===== src/rtl/tinyqv_prefetch_pkg.sv =====
// Shared types for the TinyQV instruction prefetch buffer: fetch FSM states
// and the encoding of how many halfwords the decoder consumes per cycle.
package tinyqv_prefetch_pkg;

    typedef enum logic [1:0] {
        RESTART    = 2'd0,
        FETCH      = 2'd1,
        WAIT_SPACE = 2'd2
    } state_t;

    localparam logic [1:0] ADV_NONE = 2'd0;
    localparam logic [1:0] ADV_16   = 2'd1;
    localparam logic [1:0] ADV_32   = 2'd2;

endpackage


===== src/rtl/tinyqv_hw_fifo.sv =====
// Circular halfword buffer: one write per cycle, pop of 0/1/2 entries, and a
// two-entry read window at the head. Empty window halves read as zero.
module tinyqv_hw_fifo #(
    parameter  int DEPTH = 4,
    localparam int PW    = $clog2(DEPTH),
    localparam int CW    = PW + 1
) (
    input  logic          clk,
    input  logic          rstn,
    input  logic          i_flush,
    input  logic          i_wr_en,
    input  logic [15:0]   i_wr_data,
    input  logic [1:0]    i_pop,
    output logic [15:0]   o_hw0,
    output logic [15:0]   o_hw1,
    output logic [CW-1:0] o_count,
    output logic [CW-1:0] o_count_next
);

    logic [15:0]   r_mem [DEPTH];
    logic [PW-1:0] r_rd_ptr;
    logic [PW-1:0] r_wr_ptr;
    logic [CW-1:0] r_count;
    logic [CW-1:0] w_count_next;
    logic [PW-1:0] w_rd_ptr1;
    logic          w_wr;

    assign w_wr      = i_wr_en && !i_flush;
    assign w_rd_ptr1 = r_rd_ptr + PW'(1);

    // NOTE: every signal assigned in always_comb gets a default first, so no path leaves it unassigned and no latch is inferred.
    always_comb begin
        w_count_next = r_count;
        if (i_flush)
            w_count_next = '0;
        else
            w_count_next = r_count + CW'(i_wr_en) - CW'(i_pop);
    end

    // NOTE: state registers use non-blocking assignments so every flop samples pre-edge values, independent of statement order.
    always_ff @(posedge clk or negedge rstn) begin
        if (!rstn) begin
            r_rd_ptr <= '0;
            r_wr_ptr <= '0;
            r_count  <= '0;
        end else if (i_flush) begin
            r_rd_ptr <= '0;
            r_wr_ptr <= '0;
            r_count  <= '0;
        end else begin
            r_wr_ptr <= r_wr_ptr + PW'(i_wr_en);
            r_rd_ptr <= r_rd_ptr + PW'(i_pop);
            r_count  <= w_count_next;
        end
    end

    // NOTE: the storage array has no reset; validity comes from r_count, so stale contents are never visible.
    always_ff @(posedge clk) begin
        if (w_wr)
            r_mem[r_wr_ptr] <= i_wr_data;
    end

    assign o_hw0        = (r_count != '0)      ? r_mem[r_rd_ptr]  : 16'h0000;
    assign o_hw1        = (r_count >= CW'(2))  ? r_mem[w_rd_ptr1] : 16'h0000;
    assign o_count      = r_count;
    assign o_count_next = w_count_next;

endmodule


===== src/rtl/tinyqv_instr_prefetch.sv =====
// Instruction prefetch buffer between the TinyQV decoder and the memory
// controller fetch port: fetch FSM, fetch address / head PC counters, FIFO.
module tinyqv_instr_prefetch
    import tinyqv_prefetch_pkg::*;
#(
    parameter int          DEPTH      = 4,
    parameter logic [22:0] RESET_ADDR = 23'h000000
) (
    input  logic        clk,
    input  logic        rstn,
    input  logic        redirect,
    input  logic [22:0] redirect_addr,
    input  logic [1:0]  instr_advance,
    output logic [31:0] instr_window,
    output logic        instr_valid_16,
    output logic        instr_valid_32,
    output logic [22:0] instr_pc,
    output logic [22:0] instr_addr,
    output logic        instr_fetch_restart,
    output logic        instr_fetch_stall,
    input  logic        instr_fetch_started,
    input  logic        instr_fetch_stopped,
    input  logic [15:0] instr_data,
    input  logic        instr_ready
);

    localparam int            CW   = $clog2(DEPTH) + 1;
    localparam logic [CW-1:0] FULL = CW'(DEPTH);

    state_t        r_state;
    logic          r_restart;
    logic          r_redirect_d;
    logic [22:0]   r_addr;
    logic [22:0]   r_head_pc;

    logic [CW-1:0] w_count;
    logic [CW-1:0] w_count_next;
    logic [15:0]   w_hw0;
    logic [15:0]   w_hw1;
    logic          w_full;
    logic          w_write;
    logic [1:0]    w_pop;
    logic          w_start_ok;

    assign w_full     = (w_count == FULL);
    assign w_write    = (r_state == FETCH) && instr_ready && !redirect && !w_full;
    assign w_pop      = redirect ? ADV_NONE : instr_advance;
    // A started pulse right after a redirect belongs to the abandoned address.
    assign w_start_ok = instr_fetch_started && !r_redirect_d;

    tinyqv_hw_fifo #(.DEPTH(DEPTH)) u_fifo (
        .clk          (clk),
        .rstn         (rstn),
        .i_flush      (redirect),
        .i_wr_en      (w_write),
        .i_wr_data    (instr_data),
        .i_pop        (w_pop),
        .o_hw0        (w_hw0),
        .o_hw1        (w_hw1),
        .o_count      (w_count),
        .o_count_next (w_count_next)
    );

    always_ff @(posedge clk or negedge rstn) begin
        if (!rstn) begin
            r_state      <= RESTART;
            r_restart    <= 1'b1;
            r_redirect_d <= 1'b0;
            r_addr       <= RESET_ADDR;
            r_head_pc    <= RESET_ADDR;
        end else begin
            r_redirect_d <= redirect;
            if (redirect) begin
                r_state   <= RESTART;
                r_restart <= 1'b1;
                r_addr    <= redirect_addr;
                r_head_pc <= redirect_addr;
            end else begin
                r_head_pc <= r_head_pc + 23'(instr_advance);
                if (w_write)
                    r_addr <= r_addr + 23'd1;
                // Space decisions use the post-update count so a same-cycle pop frees room at once.
                unique case (r_state)
                    RESTART: begin
                        if (w_start_ok) begin
                            r_state   <= FETCH;
                            r_restart <= 1'b0;
                        end
                    end
                    FETCH: begin
                        if (instr_fetch_stopped) begin
                            if (w_count_next != FULL) begin
                                r_state   <= RESTART;
                                r_restart <= 1'b1;
                            end else begin
                                r_state <= WAIT_SPACE;
                            end
                        end
                    end
                    WAIT_SPACE: begin
                        if (w_count_next != FULL) begin
                            r_state   <= RESTART;
                            r_restart <= 1'b1;
                        end
                    end
                    default: begin
                        r_state   <= RESTART;
                        r_restart <= 1'b1;
                    end
                endcase
            end
        end
    end

    assign instr_window        = {w_hw1, w_hw0};
    assign instr_valid_16      = (w_count != '0);
    assign instr_valid_32      = (w_count >= CW'(2));
    assign instr_pc            = r_head_pc;
    assign instr_addr          = r_addr;
    assign instr_fetch_restart = r_restart;
    assign instr_fetch_stall   = w_full;

    a_advance_legal: assert property (@(posedge clk) disable iff (!rstn)
        !redirect |-> (instr_advance != 2'd3 && CW'(instr_advance) <= w_count));

    a_no_overflow: assert property (@(posedge clk) disable iff (!rstn)
        (instr_ready && !redirect && r_state != RESTART) |-> !w_full);

endmodule


===== config.mk =====
export PLATFORM = sky130hd
export DESIGN_NAME = tinyqv_instr_prefetch
export DESIGN_NICKNAME = d
export VERILOG_FILES = /design/src/rtl/tinyqv_prefetch_pkg.sv /design/src/rtl/tinyqv_hw_fifo.sv /design/src/rtl/tinyqv_instr_prefetch.sv
export SDC_FILE = /design/constraint.sdc
export NUM_CORES = 1
export LEC_CHECK = 0
export CAP_MARGIN = 20
export CELL_PAD_IN_SITES_DETAIL_PLACEMENT = 0
export CELL_PAD_IN_SITES_GLOBAL_PLACEMENT = 1
export CORE_MARGIN = 1.5
export CORE_UTILIZATION = 53
export CTS_BUF_LIST = sky130_fd_sc_hd__clkbuf_8
export DETAILED_ROUTE_END_ITERATION = 6
export DONT_BUFFER_PORTS = 1
export PLACE_DENSITY = 0.79
export SLEW_MARGIN = 15
export SYNTH_ARGS = -nofsm -noshare
export SYNTH_HDL_FRONTEND = slang
export SYNTH_HIERARCHICAL = 1
export SYNTH_SLANG_ARGS = --single-unit

===== constraint.sdc =====
create_clock -name clk -period 4 [get_ports clk]
set_input_delay 0.8 -clock clk [delete_from_list [all_inputs] [get_ports clk]]
set_output_delay 0.8 -clock clk [all_outputs]
set_load 0.02 [all_outputs]

==> Yosys cells after proc, flatten, opt, wreduce, memory -nomap -nowiden <==
Memory sizes are Yosys's and may differ from the RTL's.
Index checks and enable logic that the tools add are counted.
{ "word_totals": {"ff_bits": 57, "ramBits": 64, "in_bits": 47, "output_inout_bits": 82, "n_memories": 1} }
{ "op_classes": {"n_addsub": 7, "n_lt_le_gt_ge": 1, "eq_ne": 7, "muxes": 23, "n_reduce_logical": 13} }
{ "memory_table": {"columns": ["name", "depth", "width", "rd", "rd_ports_with_merged_regs", "write_ports", "line", "rtl"], "rows": [
  ["u_fifo.r_mem", 4, 16, 2, 0, 1, "tinyqv_hw_fifo.sv:20", "logic [15:0] r_mem [DEPTH];"]
]} }
{ "ops": {"columns": ["cell", "n"], "rows": [
  ["2-to-1 mux 23 bit", 3],
  ["2-to-1 mux 16 bit", 2],
  ["adder 23 x 1 -> 23 bit, second input constant", 1],
  ["adder 23 x 2 -> 23 bit", 1],
  ["2-to-1 mux 2 bit", 8],
  ["inequality test 3 bit, second input constant", 4],
  ["2-to-1 mux 1 bit", 6],
  ["2-to-1 mux 3 bit", 2],
  ["one-hot mux 2 bit (3 select lines)", 1],
  ["logical AND 1 bit", 5],
  ["adder 3 x 1 -> 3 bit", 1],
  ["equality test 3 bit, second input constant", 1],
  ["greater-or-equal comparator 3 x 2 -> 1 bit, second input constant", 1],
  ["logical NOT 1 bit", 3],
  ["one-hot mux 1 bit (3 select lines)", 1],
  ["AND reduction 3 bit", 1],
  ["nonzero test 3 bit", 1],
  ["subtractor 3 x 2 -> 3 bit", 1],
  ["adder 2 x 1 -> 2 bit", 1],
  ["adder 2 x 1 -> 2 bit, second input constant", 1],
  ["adder 2 bit", 1],
  ["equality test 2 x 1 -> 1 bit, second input constant", 1],
  ["equality test 2 bit, second input constant", 1],
  ["logical NOT 2 bit", 1],
  ["2 further kinds", 2]
]} }

==> Depth between registers and ports, before layout <==
{ "logic_depth": {"depth_word": 12, "depth_mapped": 15} }

==> Cells and area by module <==
Netlist, hierarchy kept.
{ "by_module_without_submodules": {"columns": ["module", "instances", "cells_each", "area_each_um2", "seq_area_each_um2"], "rows": [
  ["tinyqv_hw_fifo", 1, 173, 3377.0, 2097.0],
  ["tinyqv_instr_prefetch", 1, 306, 2969.1, 1252.5]
]} }

==> Worst setup path before layout <==
OpenSTA, ideal clock, no wires.
{ "synth_path": {"kind": "input-to-reg", "from": "input port redirect", "to": "memory u_fifo.r_mem[0][0], enable pin", "arrival_ns": 3.239, "required_time_ns": 3.564, "slack_ns": 0.325, "stages": 4, "path_buffers": 1, "path_cell_list": "buf_6 nand3b_4 nor2_1 nor4b_1"} }
{ "synth_via": {"elab_chain_len": 6} }
{ "synth_lines": {"columns": ["item", "line", "rtl"], "rows": [
  ["start, declared", "tinyqv_instr_prefetch.sv:11", "input logic redirect,"],
  ["logical NOT 1 bit", "tinyqv_instr_prefetch.sv:46", "assign w_write = (r_state == FETCH) && instr_ready && !redirect && !w_full;"],
  ["logical AND 1 bit (2 in a row)", "tinyqv_instr_prefetch.sv:46", null],
  ["named net w_write", "tinyqv_instr_prefetch.sv:41", "logic w_write;"],
  ["logical AND 1 bit", "tinyqv_hw_fifo.sv:28", "assign w_wr = i_wr_en && !i_flush;"],
  ["2-to-1 mux 1 bit", "tinyqv_hw_fifo.sv:59", "if (w_wr)"],
  ["2-to-1 mux 1 bit (implied by the code)", "tinyqv_hw_fifo.sv:60", "r_mem[r_wr_ptr] <= i_wr_data;"],
  ["end, declared", "tinyqv_hw_fifo.sv:20", null]
]} }
The timed path passes the listed nets, and every way through them passes these cells.

==> Worst setup path after layout <==
{ "layout_path": {"from": "register r_state[1]", "to": "register r_state[0]"} }
{ "layout_via": {"elab_chain_len": 10} }
{ "layout_lines": {"columns": ["item", "line", "rtl"], "rows": [
  ["start, declared", "tinyqv_instr_prefetch.sv:30", "state_t r_state;"],
  ["start signal, assigned", "tinyqv_instr_prefetch.sv:66", "r_state <= RESTART;"],
  ["start signal, assigned", "tinyqv_instr_prefetch.sv:74", "r_state <= RESTART;"],
  ["start signal, assigned", "tinyqv_instr_prefetch.sv:86", "r_state <= FETCH;"],
  ["equality test 2 x 1 -> 1 bit", "tinyqv_instr_prefetch.sv:46", null],
  ["logical AND 1 bit (3 in a row)", "tinyqv_instr_prefetch.sv:46", null],
  ["named net w_write", "tinyqv_instr_prefetch.sv:41", null],
  ["adder 3 x 1 -> 3 bit", "tinyqv_hw_fifo.sv:37", "w_count_next = r_count + CW'(i_wr_en) - CW'(i_pop);"],
  ["subtractor 3 x 2 -> 3 bit", "tinyqv_hw_fifo.sv:37", null],
  ["2-to-1 mux 3 bit", "tinyqv_hw_fifo.sv:34", "if (i_flush)"],
  ["named net w_count_next[2]", "tinyqv_instr_prefetch.sv:37", "logic [CW-1:0] w_count_next;"],
  ["inequality test 3 bit", "tinyqv_instr_prefetch.sv:101", "if (w_count_next != FULL) begin"],
  ["inequality test 3 bit (no source line)", null, null],
  ["AND reduction 3 bit (no source line)", null, null]
]} }
The timed path passes the listed nets, and every way through them passes these cells.
A chain may end at the register's enable or synchronous reset.

==> metrics.md <==
| Metric | Value |
|---|---|
| Largest net degree at the start of global routing | `58` |
| Global Route Usage Sum | `23.70%` |
| Vias | `4075` |
| Netlist cell types | `57` |
| Core Area | `11560 um2` |
| Number of global-route vias before repair | `4094` |
| Setup TNS | `0 ns` |
| Fmax | `315.6 MHz` |
| Fin crit share | `79.20%` |
| Commonest non-fill, non-tap cell in the layout | `edfxtp_1` |
| Boundary pin count | `129` |
| Crit path launch type | `flip-flop` |
| Highest-count cells in the layout ignoring fill and taps | `64 x edfxtp_1, 55 x dfrtp_1, 32 x and2_1` |
| Site Rows | `39` |
| Layout cells sized above 1 | `18.75%` |
| Violated checks | `DRC` |
| Clock transition at the registers of the reported paths | `0.08 ns` |
| Die width | `112.4 um` |
| WL per Instance | `22.20 um` |
| Max Clock Skew | `0.01350 ns` |
| Clock share of power | `36.6%` |
| Synth-to-layout area growth | `9.641%` |
| Synth Flop Type | `edfxtp_1` |
| Critical path origin | `r_state[1]` |
| Initial DRC count | `286` |
| First-pass GRT wire length | `22610 um` |
| Critical path endpoint category | `flip-flop` |
| Mapped Cells | `479` |
| First-pass iteration count of the detailed router | `7` |
| DRC Markers | `20` |
| Antenna violations before repair | `1` |
| Ys async rst share | `47.11%` |
| Final Hold Fails | `0` |
| Num CTS Buffers | `17` |
| CTS tree | `built` |
| Peak supply drop | `290.4 uV` |
| Period minus WS final | `3.168 ns` |
| DRT antenna net count | `0` |
| CP Max Fanout | `10` |
| Die height | `112.4 um` |
| Syn avg cell area | `13.25 um2` |
| Hold slack | `0.03482 ns` |
| Flops & latches, synth | `121` |
| Power Internal | `2.552 mW` |
| IO buf count | `0` |
| Via-to-Cell Ratio | `6.367` |
| Worst r2r src | `r_state[1]` |
| Global route overflow | `0` |
| Slew Limit Fails | `0` |
| FF-to-FF path depth | `14` |
| Synth Area in Compound Gates | `6.053%` |
| Synth Area in Adders | `2.800%` |
| Worst skew pair latency | `0.45 ns` |
| Worst Path Arrival | `3.54 ns` |
| Largest family of logic cells by synthesized area | `simple AND/OR/NAND/NOR gates` |
| Post-Synth Simple-Gate Area | `16.48%` |
| CTS root buffer | `clkbuf_8` |
| Status | `complete, but fails checks` |
| Switching Share | `30.78%` |
| Fillers | `925` |
| Worst-Margin Slew | `0.8869 ns` |
| DP HPWL | `10100 um` |
| Critical R2R Capture | `r_state[0]` |
| Synth Warn # | `6` |
| FF-to-FF setup slack | `0.83 ns` |
| Hold Crit Class | `input port to async pin` |
| Hold_buf cts | `0` |
| Final wirelength | `14210 um` |
| Comb pwr share | `19.5%` |
| Post-CTS setup buffer count | `0` |
| Pwr dens | `529.8 nW/um2` |
| Nets@finish | `543` |
| Final core utilization | `60.16%` |
| Critical Path Sink | `r_state[0]` |
| H-tree depth | `4` |
| Sequential share of power | `43.8%` |
| Clock sink count | `121` |
| Mapped Nets | `539` |
| Initial Util | `54.87%` |
| Total leakage power | `2.506 nW` |
| Slew headroom | `40.87%` |
| CP Class | `flip-flop to flip-flop` |
| Pwr Total | `3.686 mW` |
| Multiplexer share of the synthesized area | `14.53%` |
| Worst EP required | `4.37 ns` |
| Switching pwr | `1.135 mW` |
| GP Congestion | `0.7775` |
| Die ar. | `12640 um2` |
| Maximum buffer depth of the clock tree | `2` |
| RSZ-0062 raised after global routing | `no` |
| EDFF count, synth | `64` |
| Post-CTS Resized | `0` |
| Sequential area share after synthesis | `52.78%` |
| Max Cap Viol | `0` |
| XOR/XNOR share of the synthesized area | `3.608%` |
| Mapped Area | `6346 um2` |
| Endpoints failing setup | `0` |
==> stage by stage <==
stage	area, um2	setup slack [ns]	cells
3_5_place_dp	6465	0.7427	607
3_3_place_gp	6465	0.8391	607
6_report	6958	0.8319	640
2_1_floorplan	6346	0.3246	479
4_1_cts	6955	0.7921	639
5_1_grt	6955	0.5017	639
==> final cells by class <==
cell class	instances	area [um2]	area share [%]
inverters	18	67.56	0.9710
diodes	1	2.502	0.03596
repair buffers	9	67.56	0.9710
clock buffers	17	234.0	3.363
clock inverters	15	256.5	3.686
flip-flops and latches	121	3351	48.16
multi-input cells	316	2800	40.24
well taps	143	178.9	2.571
==> sequential cells by signal, indices dropped and copies added (netlist names) <==
name	flops
instr_addr	23
u_fifo/r_wr_ptr	2
u_fifo/r_rd_ptr	2
u_fifo/r_mem	64
r_state	2
instr_pc	23
instr_fetch_restart	1
r_redirect_d	1
u_fifo/o_count	3
==> worst min path at each step <==
stage	slack, ns	cells past startpoint	end	startpoint
after floorplan	0.48	1	r_state[1]	r_state[1]
final	0.03	0	instr_pc[17]	rstn
after detailed placement	0.51	0	instr_pc[15]	rstn
after global placement	0.50	1	r_state[1]	r_state[1]
after global routing	0.01	0	instr_addr[8]	rstn
after CTS	0.009	0	instr_pc[17]	rstn
==> power groups by stage <==
stage	sequential [mW]	combinational [mW]	clock (mW)
4_1_cts	1.62	0.727	1.38
3_3_place_gp	1.64	0.705	0
2_1_floorplan	1.58	0.644	0
5_1_grt	1.63	0.785	1.43
6_report	1.62	0.720	1.35
3_5_place_dp	1.64	0.725	0
==> cells in the mapped netlist (all sizes together), types with 7 or more instances <==
cell / n / share of area (%)
edfxtp: 64 / 30
dfrtp: 56 / 22
and2: 32 / 3.2
mux4: 32 / 11
nand2: 20 / 1.2
inv: 18 / 1.1
nor2: 18 / 1.1
nand3: 15 / 1.2
clkbuf: 13 / 0.77
xnor2: 13 / 1.8
nand4: 12 / 1.3
buf: 11 / 1.9
ha: 11 / 2.2
mux2: 11 / 2.0
nor3: 11 / 0.87
nor4: 11 / 1.1
nor2b: 10 / 0.99
o21ai: 10 / 0.79
a21oi: 8 / 0.63
or3: 8 / 0.79
xor2: 8 / 1.1
and4: 7 / 0.97
mux2i: 7 / 1.1
o31a: 7 / 0.97
==> routing by layer <==
metal,global-route usage [%],routed length (um),up-vias
met2,40.04,7265,140
met4,8.186,197,0
li1,-,-,1852
met3,8.099,1069,21
met5,0,0,-
met1,28.65,5679,2062
==> cell families (layout without fill, tap and decap cells) <==
kind of cell / after synthesis / in the layout
fa+ha+maj: 13 / 13
simple gates: 175 / 175
mux: 50 / 50
flops: 121 / 121
compound gates: 55 / 55
buf+inv: 42 / 59
xor+xnor: 23 / 23
other cells: 0 / 1
==> worst max-delay path, stage by stage, from the launching register on <==
cell and delay [ns]:
dfrtp_1 0.41, inv_1 0.10, ha_1 0.23, nand3b_4 0.16, nor2_1 0.12, buf_4 0.17
ha_1 0.15, inv_1 0.05, fa_1 0.37, xnor3_1 0.19, nor2_1 0.11, nor4b_1 0.56
nand2_1 0.10, o21ai_0 0.15, mux2i_1 0.22
Note: power is estimated with default switching activity, not from simulation.
